--- src/rtl/imem_pkg.sv ---
// Shared definitions for the instruction-memory loader and the memory it feeds.
// The optional checksum feature is selected by IMEM_LOADER_CHECKSUM_EN.
package imem_pkg;

    localparam int DEFAULT_DEPTH  = 256;
    localparam int DEFAULT_WIDTH  = 32;
    localparam int BYTES_PER_WORD = DEFAULT_WIDTH / 8;
    localparam int LEN_BYTES      = 2;

    typedef enum logic [2:0] {
        ST_IDLE,
        ST_LEN,
        ST_DATA,
        ST_CSUM,
        ST_DONE
    } loader_state_t;

    // States during which the core must be held and the byte stream is open.
    function automatic logic in_session(loader_state_t s);
        return (s == ST_LEN) || (s == ST_DATA) || (s == ST_CSUM);
    endfunction

endpackage

--- src/rtl/imem_loader_packer.sv ---
// Little-endian byte-to-word packer: the first byte of a word lands in bits [7:0].
// word/word_valid are combinational so the word is usable on the edge of its last byte.
module byte_word_packer
    import imem_pkg::*;
#(
    parameter int WIDTH = DEFAULT_WIDTH
) (
    input  logic             clk,
    input  logic             rst,
    input  logic             clear,
    input  logic             byte_valid,
    input  logic [7:0]       byte_data,
    output logic             word_valid,
    output logic [WIDTH-1:0] word
);

    localparam int BPW   = WIDTH / 8;
    localparam int CNT_W = (BPW > 1) ? $clog2(BPW) : 1;

    logic [CNT_W-1:0] cnt;
    logic             last;

    assign last       = (cnt == CNT_W'(BPW - 1));
    assign word_valid = byte_valid && last;

    generate
        if (WIDTH > 8) begin : g_shift
            // Only the upper WIDTH-8 bits need storage; the newest byte enters at the top.
            logic [WIDTH-9:0] shreg;

            assign word = {byte_data, shreg};

            always_ff @(posedge clk or posedge rst) begin
                if (rst) begin
                    shreg <= '0;
                end else if (byte_valid && !clear) begin
                    shreg <= word[WIDTH-1:8];
                end
            end
        end else begin : g_byte
            assign word = byte_data;
        end
    endgenerate

    always_ff @(posedge clk or posedge rst) begin
        if (rst) begin
            cnt <= '0;
        end else if (clear) begin
            cnt <= '0;
        end else if (byte_valid) begin
            cnt <= last ? '0 : cnt + 1'b1;
        end
    end

endmodule

--- src/rtl/imem_loader.sv ---
// Boot loader: length-prefixed byte stream -> sequential instruction-memory writes.
// Define IMEM_LOADER_CHECKSUM_EN to require a trailing XOR checksum byte.
module imem_loader
    import imem_pkg::*;
#(
    parameter int DEPTH  = DEFAULT_DEPTH,
    parameter int WIDTH  = DEFAULT_WIDTH,
    parameter int ADDR_W = $clog2(DEPTH)
) (
    input  logic              clk,
    input  logic              rst,
    input  logic              start,
    input  logic [7:0]        s_data,
    input  logic              s_valid,
    output logic              s_ready,
    output logic              mem_we,
    output logic [ADDR_W-1:0] mem_addr,
    output logic [WIDTH-1:0]  mem_wdata,
    output logic              busy,
    output logic              done,
    output logic              err,
    output logic              cpu_hold
);

`ifdef IMEM_LOADER_CHECKSUM_EN
    localparam loader_state_t AFTER_DATA = ST_CSUM;
`else
    localparam loader_state_t AFTER_DATA = ST_DONE;
`endif

    localparam logic [16:0] DEPTH_L = 17'(DEPTH);

    loader_state_t    state;
    logic             len_cnt;
    logic [7:0]       len_lo;
    logic [15:0]      len_n;
    logic [ADDR_W:0]  n_words;
    logic [ADDR_W:0]  word_cnt;
    logic             xfer;
    logic             start_ok;
    logic             pack_valid;
    logic [WIDTH-1:0] pack_word;
`ifdef IMEM_LOADER_CHECKSUM_EN
    logic [7:0]       csum;
`endif

    assign xfer     = s_valid && s_ready;
    assign start_ok = start && ((state == ST_IDLE) || (state == ST_DONE));
    assign len_n    = {s_data, len_lo};

    byte_word_packer #(
        .WIDTH (WIDTH)
    ) u_packer (
        .clk        (clk),
        .rst        (rst),
        .clear      (start_ok),
        .byte_valid (xfer && (state == ST_DATA)),
        .byte_data  (s_data),
        .word_valid (pack_valid),
        .word       (pack_word)
    );

    always_ff @(posedge clk or posedge rst) begin : fsm
        loader_state_t nxt;
        if (rst) begin
            state     <= ST_IDLE;
            len_cnt   <= 1'b0;
            len_lo    <= '0;
            n_words   <= '0;
            word_cnt  <= '0;
            s_ready   <= 1'b0;
            mem_we    <= 1'b0;
            mem_addr  <= '0;
            mem_wdata <= '0;
            busy      <= 1'b0;
            done      <= 1'b0;
            err       <= 1'b0;
            cpu_hold  <= 1'b0;
`ifdef IMEM_LOADER_CHECKSUM_EN
            csum      <= '0;
`endif
        end else begin
            // NOTE: nxt is a blocking scratch variable local to this block; every
            // register below is still updated with <= so the FSM stays edge-accurate.
            nxt    = state;
            mem_we <= 1'b0;

            // The word is registered here and written one cycle after its last byte.
            if (pack_valid) begin
                mem_we    <= 1'b1;
                mem_wdata <= pack_word;
                mem_addr  <= word_cnt[ADDR_W-1:0];
                word_cnt  <= word_cnt + 1'b1;
            end

            case (state)
                ST_IDLE, ST_DONE: begin
                    if (start) begin
                        nxt      = ST_LEN;
                        err      <= 1'b0;
                        len_cnt  <= 1'b0;
                        word_cnt <= '0;
                        mem_addr <= '0;
`ifdef IMEM_LOADER_CHECKSUM_EN
                        csum     <= '0;
`endif
                    end
                end
                ST_LEN: begin
                    if (xfer) begin
                        if (len_cnt != 1'(LEN_BYTES - 1)) begin
                            len_lo  <= s_data;
                            len_cnt <= 1'b1;
                        end else if ({1'b0, len_n} > DEPTH_L) begin
                            err <= 1'b1;
                            nxt = ST_DONE;
                        end else if (len_n == '0) begin
                            nxt = AFTER_DATA;
                        end else begin
                            n_words <= len_n[ADDR_W:0];
                            nxt = ST_DATA;
                        end
                    end
                end
                ST_DATA: begin
                    if (xfer) begin
`ifdef IMEM_LOADER_CHECKSUM_EN
                        csum <= csum ^ s_data;
`endif
                        if (pack_valid && ((word_cnt + 1'b1) == n_words)) begin
                            nxt = AFTER_DATA;
                        end
                    end
                end
`ifdef IMEM_LOADER_CHECKSUM_EN
                ST_CSUM: begin
                    if (xfer) begin
                        if (s_data != csum) begin
                            err <= 1'b1;
                        end
                        nxt = ST_DONE;
                    end
                end
`endif
                default: nxt = ST_IDLE;
            endcase

            state    <= nxt;
            s_ready  <= in_session(nxt);
            busy     <= in_session(nxt);
            cpu_hold <= in_session(nxt);
            done     <= (nxt == ST_DONE);
        end
    end

endmodule

--- config.mk ---
export PLATFORM = sky130hd
export DESIGN_NAME = imem_loader
export DESIGN_NICKNAME = d
export VERILOG_FILES = /design/src/rtl/imem_pkg.sv /design/src/rtl/imem_loader_packer.sv /design/src/rtl/imem_loader.sv
export SDC_FILE = /design/constraint.sdc
export NUM_CORES = 1
export LEC_CHECK = 0
export BUFFER_PORTS_ARGS = -buffer_cell sky130_fd_sc_hd__buf_2
export CELL_PAD_IN_SITES_DETAIL_PLACEMENT = 0
export CELL_PAD_IN_SITES_GLOBAL_PLACEMENT = 1
export CORE_UTILIZATION = 51
export DETAILED_ROUTE_END_ITERATION = 8
export HOLD_SLACK_MARGIN = 0.02
export PLACE_DENSITY = 0.94
export SYNTH_ARGS = -nofsm -noshare
export SYNTH_HDL_FRONTEND = slang
export SYNTH_HIERARCHICAL = 1
export SYNTH_SLANG_ARGS = --single-unit
export TNS_END_PERCENT = 100
--- constraint.sdc ---
create_clock -name clk -period 7.11 [get_ports clk]
set_input_delay 0.711 -clock clk [delete_from_list [all_inputs] [get_ports clk]]
set_output_delay 0.711 -clock clk [all_outputs]
set_load 0.05 [all_outputs]
==> flow_summary.toml, run 1 <==
[timing]
timing.final.ws_setup_ns = 4.07
period_minus_slack_ns = 3.04
rsz0062_at_grt = "no"
slew_viol_final = 0
slew_headroom_pct = 32.4
setup_violations = 0
hold_ws_ns = 0.505
period_share_pct = 42.8
max_freq_ghz = 0.329
finClkSkew_ns = 0.00833
fin_setup_tns_ns = 0
finalHoldViolCount = 0
worst_pin_slew_ns = 1.01

[placed_design]
dp_hpwl_um = 5760
portBuffers = 57
pre_cts_slack_ns = 3.83
place_congestion = 0.829
place_inst = 475
detailed_place.area_sq_mm = 0.00473

[critical_path]
cp_slowest_stage_delay_ns = 0.54
cp-start-kind = "flip-flop"
crit_buf_inv = 1
crit_slowest_cell = "and2_2"
path_cells = "nor2_1 > nand2_1 > nor2_1 > and2_2 > buf_4 > nand2_1 > nor4_1 > o21ai_1 > o311ai_1 > nand2b_1"
critPathCaptureType = "flip-flop"
worstPathRequired_ns = 7.36
r2r_slack_ns = 4.07
critPathTopFamily = "simple AND/OR/NAND/NOR gates"
cp.arrival_ns = 3.29
worstSetupPathType = "reg -> reg"
cp_max_fo = 30

[logic_synthesis]
synth-async-reset-ratio_pct = 100
synth_top_family_by_area = "multiplexers"
synth-edff-count = 0
synth_cells = 334
synth_area_sq_mm = 0.00447
synth.most_common_cell = "dfrtp_1"
yosysWarnings = 6
synthTopCellsByArea = "dfrtp_1 56%, mux2_2 11%, mux2_4 6.7%, mux2i_1 2.5%, nor2_1 2.4%"
ys_types = 49
synth_seq_cells = 100
synthFlopType = "dfrtp_1"
synth_fa_ha_area_share_pct = 0.560
yosysSeqAreaShare_pct = 56.0
synth_common_cells = "100 x dfrtp_1, 45 x mux2_2, 29 x nor2_1"
synth_simple_gate_area_share_pct = 10.5
synth.area.mux_share_pct = 22.5
synth-compound-area-share_pct = 2.66
avgSynthCellArea_sq_um = 13.4
synth_top_area_cell = "dfrtp_1"
synth_xor_xnor_area_share_pct = 3.33
synth_top_area_share_pct = 56.0
synth_nets = 348

[die]
start_util_pct = 53.6
core_area_sq_mm = 0.00834
die-width_um = 95.6
die_area_sq_mm = 0.00915
io_pins = 58
die_y_um = 95.6
rows = 33

[pwr]
power_mw = 1.15
irDropWorstVdd_mv = 0.114
leakagePower_nw = 2.51
pwr_density_cell_mw_per_mm2 = 234

[route]
viasPerCell = 5.50
drt-wirelength-per-cell_um = 16.9
drtPass1Iterations = 4
drt-total-wl_um = 8290
ant_nets = 0
first_iter_violations = 106
drc_errors = 0
vias = 2699

[cts]
path_clk_slew_ns = 0.09
cts_resized = 0
htreeDepth = 3
tritoncts = "built"
clockBufferDepth = 2
cts-root-buf = "clkbuf_8"
numClockSinks = 100
ctsHoldBuffers = 0
clk_latency_ns = 0.36
post_cts_buffers = 0
numCtsBuffers = 9

[min_path]
worstHoldPathType = "reg -> reg"

[final_layout]
antennaDiodeCount = 0
drive_gt1_share_pct = 38.1
finalNonFillerCells = 491
final_util_pct = 58.8
stdcell_area_sq_mm = 0.00490
area_delta_synth_final_pct = 9.68
fillers = 689
finalNetCount = 395

[job]
cap_violations = 0

[global_routing]
overflow = 0
grt_pass1_vias = 2749
grt_max_degree = 75
antenna_found_initial = 0
grt_pass1_wl_um = 14000
grt_usage_pct = 20.6

[status]
status = "completed"
worst min-delay path: cells and delay by family, from the launching register on:
family / cells / cell delay, ns
AND/OR/NAND/NOR: 2 / 0.12
flip-flops: 1 / 0.35
cell families (layout without fill, tap and decap cells):
group / Yosys count / after routing
flops: 100 / 100
simple gates: 85 / 85
mux: 84 / 84
buf+inv: 27 / 79
compound gates: 19 / 19
xor+xnor: 17 / 17
fa+ha+maj: 2 / 2
layer usage:
layer | track usage, % | vias to the layer above | wire length (um)
met5 | 0 | - | 0
met4 | 9.45 | 0 | 178
met3 | 3.03 | 17 | 330
met2 | 31.1 | 60 | 3910
met1 | 29.6 | 1356 | 3870
li1 | - | 1266 | -
placed cells by master, fill, tap and decap left out, types with 4 or more instances in the layout:
| cell | instances |
|---|---|
| a21oi_1 | 6 |
| buf_2 | 57 |
| buf_4 | 4 |
| clkbuf_8 | 10 |
| dfrtp_1 | 100 |
| mux2_1 | 8 |
| mux2_2 | 45 |
| mux2_4 | 20 |
| mux2i_1 | 11 |
| nand2_1 | 10 |
| nand2b_1 | 7 |
| nand3_1 | 7 |
| nor2_1 | 29 |
| nor4_1 | 6 |
| xnor2_1 | 8 |
| xor2_1 | 9 |
flip-flops by register name (all words and copies together) (netlist names):
signal                  cells
cpu_hold                    1
err                         1
n_words                     9
len_lo                      8
mem_addr                    8
word_cnt                    9
state                       3
u_packer/g_shift.shreg     24
mem_we                      1
len_cnt                     1
done                        1
mem_wdata                  32
u_packer/cnt                2
cell type report:
cell class | count | area [sq um] | share of cell area (%)
Clock buffer | 12 | 145 | 2.96
Clock inverter | 4 | 33.8 | 0.689
Inverter | 2 | 7.51 | 0.153
Multi-Input combinational cell | 207 | 1770 | 36.1
Sequential cell | 100 | 2500 | 51.0
Tap cell | 105 | 131 | 2.68
Timing Repair Buffer | 61 | 315 | 6.43
report_power, final:
group | switching [mW] | internal (mW) | leakage, nW
Combinational | 0.112 | 0.0594 | 1.05
Clock | 0.190 | 0.140 | 0.0872
Sequential | 0.0386 | 0.608 | 1.37
path summary, 6_finish.rpt:
path                                    start                                      to  cells past startpoint
hold reg to reg               err$_DFFE_PP0P_                         err$_DFFE_PP0P_                      2
setup reg to reg           state[0]$_DFF_PP0_                      state[1]$_DFF_PP0_                     10
setup / recovery           state[0]$_DFF_PP0_                      state[1]$_DFF_PP0_                     10
min in group asynchronous                 rst  u_packer/g_shift.shreg[14]$_DFFE_PP0P_                      2
hold / removal                err$_DFFE_PP0P_                         err$_DFFE_PP0P_                      2
max in group asynchronous                 rst                  n_words[1]$_DFFE_PP0P_                      3
Power figures use the tool's default switching activity.
==> run 2: changes to the inputs <==
- CORE_UTILIZATION: 51 -> 42
- PLACE_DENSITY: 0.94 -> 0.84
- clock period: 7.11 -> 2.6 ns (I/O delays scaled with it)
==> run 2 against run 1 <==
Sequential share of layout area fell by 1.0 points. Clock power rose to 3.2 times the previous value. Non-clock buffer count rose by 1. Clock skew rose by 0.00098 ns. Register-to-register slack got worse by 3.7 ns. Critical path depth fell by 3. Via count rose by 0.52%. Setup slack got worse by 3.7 ns. Global-route usage fell by 4.3 points. Routed wire length fell by 1.1%. Final cell count rose by 6.1%.
==> flow_summary.toml, run 2 (synthesized netlist as in run 1, its figures left out) <==
[critical_path]
cp.arrival_ns = 2.43
worstPathRequired_ns = 2.83
critPathCaptureType = "flip-flop"
worstSetupPathType = "reg -> reg"
cp-start-kind = "flip-flop"
cp_max_fo = 8

[final_layout]
final_common_cell = "dfrtp_1"
ff_latch_area_sq_mm = 0.00250
final_cell_mix = "100 x dfrtp_1, 57 x buf_2, 45 x mux2_2, 29 x nor2_1, 20 x mux2_4"
multi_input_area_sq_mm = 0.00177
largest_reg_flops = 32
antennaDiodeCount = 0
finalNetCount = 396
fillers = 910
finalNonFillerCells = 521
drive_gt1_share_pct = 38.4
area_delta_synth_final_pct = 12.0
largestRegisters = "mem_wdata: 32 flops, u_packer/g_shift.shreg: 24 flops"
regMostFlops = "mem_wdata"

[cts]
clk_latency_ns = 0.35
tritoncts = "built"
cts-root-buf = "clkbuf_8"
htreeDepth = 3
cts_resized = 0
ctsHoldBuffers = 0
clockBufferDepth = 2
numClockSinks = 100
path_clk_slew_ns = 0.09
numCtsBuffers = 9
post_cts_buffers = 0

[timing]
max_freq_ghz = 0.455
period_share_pct = 84.5
hold_ws_ns = 0.0408
fin_setup_tns_ns = 0
slew_viol_final = 0
finalHoldViolCount = 0
period_minus_slack_ns = 2.20
finClkSkew_ns = 0.00930
rsz0062_at_grt = "no"
setup_violations = 0
slew_headroom_pct = 35.8
worst_pin_slew_ns = 0.962

[global_routing]
grt_max_degree = 50
grt_usage_pct = 16.3
overflow = 0
grt_pass1_vias = 2775
grt_pass1_wl_um = 14200
antenna_found_initial = 0

[route]
drtPass1Iterations = 5
vias = 2713
first_iter_violations = 187
drt-total-wl_um = 8200
drt-wirelength-per-cell_um = 15.7
drc_errors = 0
viasPerCell = 5.21
ant_nets = 0

[placed_design]
dp_hpwl_um = 5670
place_congestion = 0.895
portBuffers = 57
place_inst = 507

[min_path]
worstHoldPathType = "in -> async"

[job]
cap_violations = 0

[pwr]
leakagePower_nw = 2.54
pwr_density_cell_mw_per_mm2 = 654
irDropWorstVdd_mv = 0.468
power_mw = 3.27

[die]
io_pins = 58
die_area_sq_mm = 0.0111
core_area_sq_mm = 0.0103
die_y_um = 105
die-width_um = 105
start_util_pct = 43.3
rows = 37

[status]
status = "completed"
-- run 2: cell types whose count changed in the layout (fill, tap and decap cells not counted) --
| cell | before | now |
|---|---|---|
| buf_12 | 0 | 2 |
| bufinv_16 | 0 | 2 |
| clkbuf_1 | 2 | 0 |
| buf_4 | 4 | 3 |
| clkbuf_8 | 10 | 9 |
| clkinvlp_4 | 1 | 0 |
-- run 2: worst paths after layout --
kind	startpoint	cells past startpoint	endpoint	slack, ns
min reg2reg	mem_wdata[10]$_DFFE_PP0P_	1	mem_wdata[10]$_DFFE_PP0P_	0.51
max in group asynchronous	rst	2	u_packer/g_shift.shreg[5]$_DFFE_PP0P_	1.88
min	rst	2	mem_wdata[12]$_DFFE_PP0P_	0.04
min in group clk	s_data[4]	2	u_packer/g_shift.shreg[20]$_DFFE_PP0P_	0.20
max	word_cnt[0]$_DFF_PP0_	7	state[2]$_DFF_PP0_	0.40
max reg2reg	word_cnt[0]$_DFF_PP0_	7	state[2]$_DFF_PP0_	0.40
-- run 2: cell type report --
cell class	count	area share [%]
flip-flops and latches	100	50.0
multi-input cells	207	35.3
clock buffers	9	2.47
repair buffers	62	6.95
inverters	2	0.150
clock inverters	5	1.72
well taps	136	3.40
-- run 2: worst max-delay path, cell delays in order (launching register included) --
cell	delay [ns]
dfrtp_1	0.53
ha_1	0.37
and2_4	0.23
o21ai_1	0.05
nor4b_1	0.13
nor3b_1	0.28
nor4_1	0.11
or3_1	0.37
-- run 2: power breakdown --
| part | switching, mW | leakage [nW] | internal (mW) |
|---|---|---|---|
| Clock | 0.509 | 0.106 | 0.538 |
| Combinational | 0.298 | 1.07 | 0.164 |
| Sequential | 0.103 | 1.37 | 1.66 |
| Total | 0.910 | 2.54 | 2.36 |
-- run 2: per-layer routing --
metal | part of all wire [%] | vias up | track usage [%]
met5 | 0 | - | 0
met4 | 0.96 | 0 | 3.52
met3 | 4.4 | 7 | 4.18
met2 | 49 | 61 | 26.3
met1 | 45 | 1381 | 22.2
li1 | - | 1264 | -
-- run 2: per-stage QoR --
step / utilization (%) / cell area, sq um / setup slack [ns]
2_1_floorplan: - / 4470 / 0.143
3_3_place_gp: 46.5 / 4800 / 0.508
3_5_place_dp: 46.5 / 4800 / 0.427
4_1_cts: 48.5 / 5010 / 0.419
5_1_grt: 48.5 / 5010 / 0.137
6_report: 48.5 / 5010 / 0.402
==> run 3: changes to the inputs <==
- CORE_UTILIZATION: 42 -> 47
- PLACE_DENSITY: 0.84 -> 0.88
- clock period: 2.6 -> 2.2 ns (I/O delays scaled with it)
==> run 3 against run 2 <==
Routed wire length up 2.4%. Clock skew up 0.0022 ns. Setup slack worse by 0.19 ns.
==> flow_summary.toml, run 3 (synthesized netlist as in run 1, its figures left out) <==
[min_path]
worstHoldPathType = "in -> reg"
hold_start = "s_data[7]"
hold_depth = 2
whs_endpoint = "u_packer/g_shift.shreg[23]$_DFFE_PP0P_"

[critical_path]
cp.arrival_ns = 2.24
cp-start-kind = "flip-flop"
worstSetupPathType = "reg -> reg"
critPathCaptureType = "flip-flop"
r2r_cells = 7
timing.rr.start = "word_cnt[1]$_DFF_PP0_"
worstPathRequired_ns = 2.45
cp_max_fo = 8
r2r_slack_ns = 0.21
r2r-end = "done$_DFF_PP0_"

[route]
first_iter_violations = 96
drt-wirelength-per-cell_um = 16.0
vias = 2746
drc_errors = 0
viasPerCell = 5.23
drt-total-wl_um = 8400
drtPass1Iterations = 4
ant_nets = 0

[placed_design]
place_congestion = 0.819
place_inst = 508
dp_hpwl_um = 5760
portBuffers = 57

[pwr]
p_seq_share_pct = 54.7
p_sw_share_pct = 31.1
pwr_density_cell_mw_per_mm2 = 750
p_comb_share_pct = 15.9
leakagePower_nw = 2.58
switchingPower_mw = 1.18
p_clk_share_pct = 29.4
irDropWorstVdd_mv = 0.363
p_int_mw = 2.62

[cts]
cts-root-buf = "clkbuf_8"
tritoncts = "built"
path_clk_slew_ns = 0.10
clockBufferDepth = 2
numCtsBuffers = 9
numClockSinks = 100
clk_latency_ns = 0.37
htreeDepth = 3

[final_layout]
ff_latch_area_sq_mm = 0.00250
fillers = 782
antennaDiodeCount = 0
largest_reg_flops = 32
finalNetCount = 405
area_delta_synth_final_pct = 13.3
regMostFlops = "mem_wdata"
largestRegisters = "mem_wdata: 32 flops, u_packer/g_shift.shreg: 24 flops"
final_common_cell = "dfrtp_1"
final_cell_mix = "99 x dfrtp_1, 57 x buf_2, 45 x mux2_2, 29 x nor2_1, 20 x mux2_4"
finalNonFillerCells = 525
drive_gt1_share_pct = 40.4
multi_input_area_sq_mm = 0.00178

[timing]
period_minus_slack_ns = 1.99
finClkSkew_ns = 0.0115
finalHoldViolCount = 0
fin_setup_tns_ns = 0
slew_headroom_pct = 72.5
worst_pin_slew_ns = 0.412
max_freq_ghz = 0.503
slew_viol_final = 0
period_share_pct = 90.4
setup_violations = 0
rsz0062_at_grt = "no"

[global_routing]
antenna_found_initial = 0
grt_max_degree = 75
grt_pass1_vias = 2819
grt_usage_pct = 18.6
grt_pass1_wl_um = 14300
overflow = 0

[die]
rows = 35
io_pins = 58
die-width_um = 99.5
core_area_sq_mm = 0.00924
die_y_um = 99.5
die_area_sq_mm = 0.00991
start_util_pct = 48.4

[job]
cap_violations = 0

[status]
status = "completed"
run 3: layer usage:
| layer | track usage (%) | wire length, um |
|---|---|---|
| met4 | 8.37 | 147 |
| met5 | 0 | 0 |
| met1 | 26.0 | 3880 |
| met2 | 29.2 | 4040 |
| met3 | 2.60 | 331 |
run 3: layout make-up:
type                    instances  share of cell area [%]
well taps                     129                    3.19
clock buffers                  10                    2.52
flip-flops and latches        100                    49.4
inverters                       2                   0.148
clock inverters                 6                    1.11
repair buffers                 71                    8.49
multi-input cells             207                    35.1
run 3: critical path, stage by stage (launching register included):
cell	delay, ns
dfrtp_1	0.37
ha_1	0.30
and2_4	0.23
o21ai_1	0.06
nor4b_2	0.16
nor3b_2	0.27
nor4_1	0.10
or3_1	0.39
run 3: power by group through the flow:
stage          logic [mW]  clock network (mW)  registers [mW]
3_3_place_gp        0.588                   0            2.11
5_1_grt             0.655                1.21            2.10
3_5_place_dp        0.603                   0            2.12
6_report            0.605                1.12            2.08
4_1_cts             0.607                1.14            2.08
2_1_floorplan       0.403                   0            2.15
run 3: what timing repair did:
item,CTS,global route
endpoints found under the setup margin,0,2
endpoints found under the hold margin,100,0
buffers inserted,0,0
hold buffers,1,0
gates resized for setup,0,2
run 3: worst max path at each step:
| stage | start | end | slack, ns |
|---|---|---|---|
| 2_1_floorplan | rst | cpu_hold$_DFF_PP0_ | -0.07 |
| 3_3_place_gp | word_cnt[0]$_DFF_PP0_ | done$_DFF_PP0_ | 0.23 |
| 3_5_place_dp | word_cnt[1]$_DFF_PP0_ | done$_DFF_PP0_ | 0.14 |
| 4_1_cts | word_cnt[1]$_DFF_PP0_ | done$_DFF_PP0_ | 0.13 |
| 5_1_grt | state[2]$_DFF_PP0_ | done$_DFF_PP0_ | 0.01 |
| 6_report | word_cnt[1]$_DFF_PP0_ | done$_DFF_PP0_ | 0.21 |
run 3: stage by stage:
step	util [%]	setup slack (ns)	hold slack, ns	instance area (sq um)	power, mW
4_1_cts	54.7	0.131	0.121	5060	3.82
5_1_grt	54.8	0.00981	0.140	5070	3.97
3_5_place_dp	52.6	0.135	0.317	4860	2.72
6_report	54.8	0.212	0.131	5070	3.80
3_3_place_gp	52.6	0.226	0.307	4860	2.70
2_1_floorplan	-	-0.0673	0.260	4470	2.56
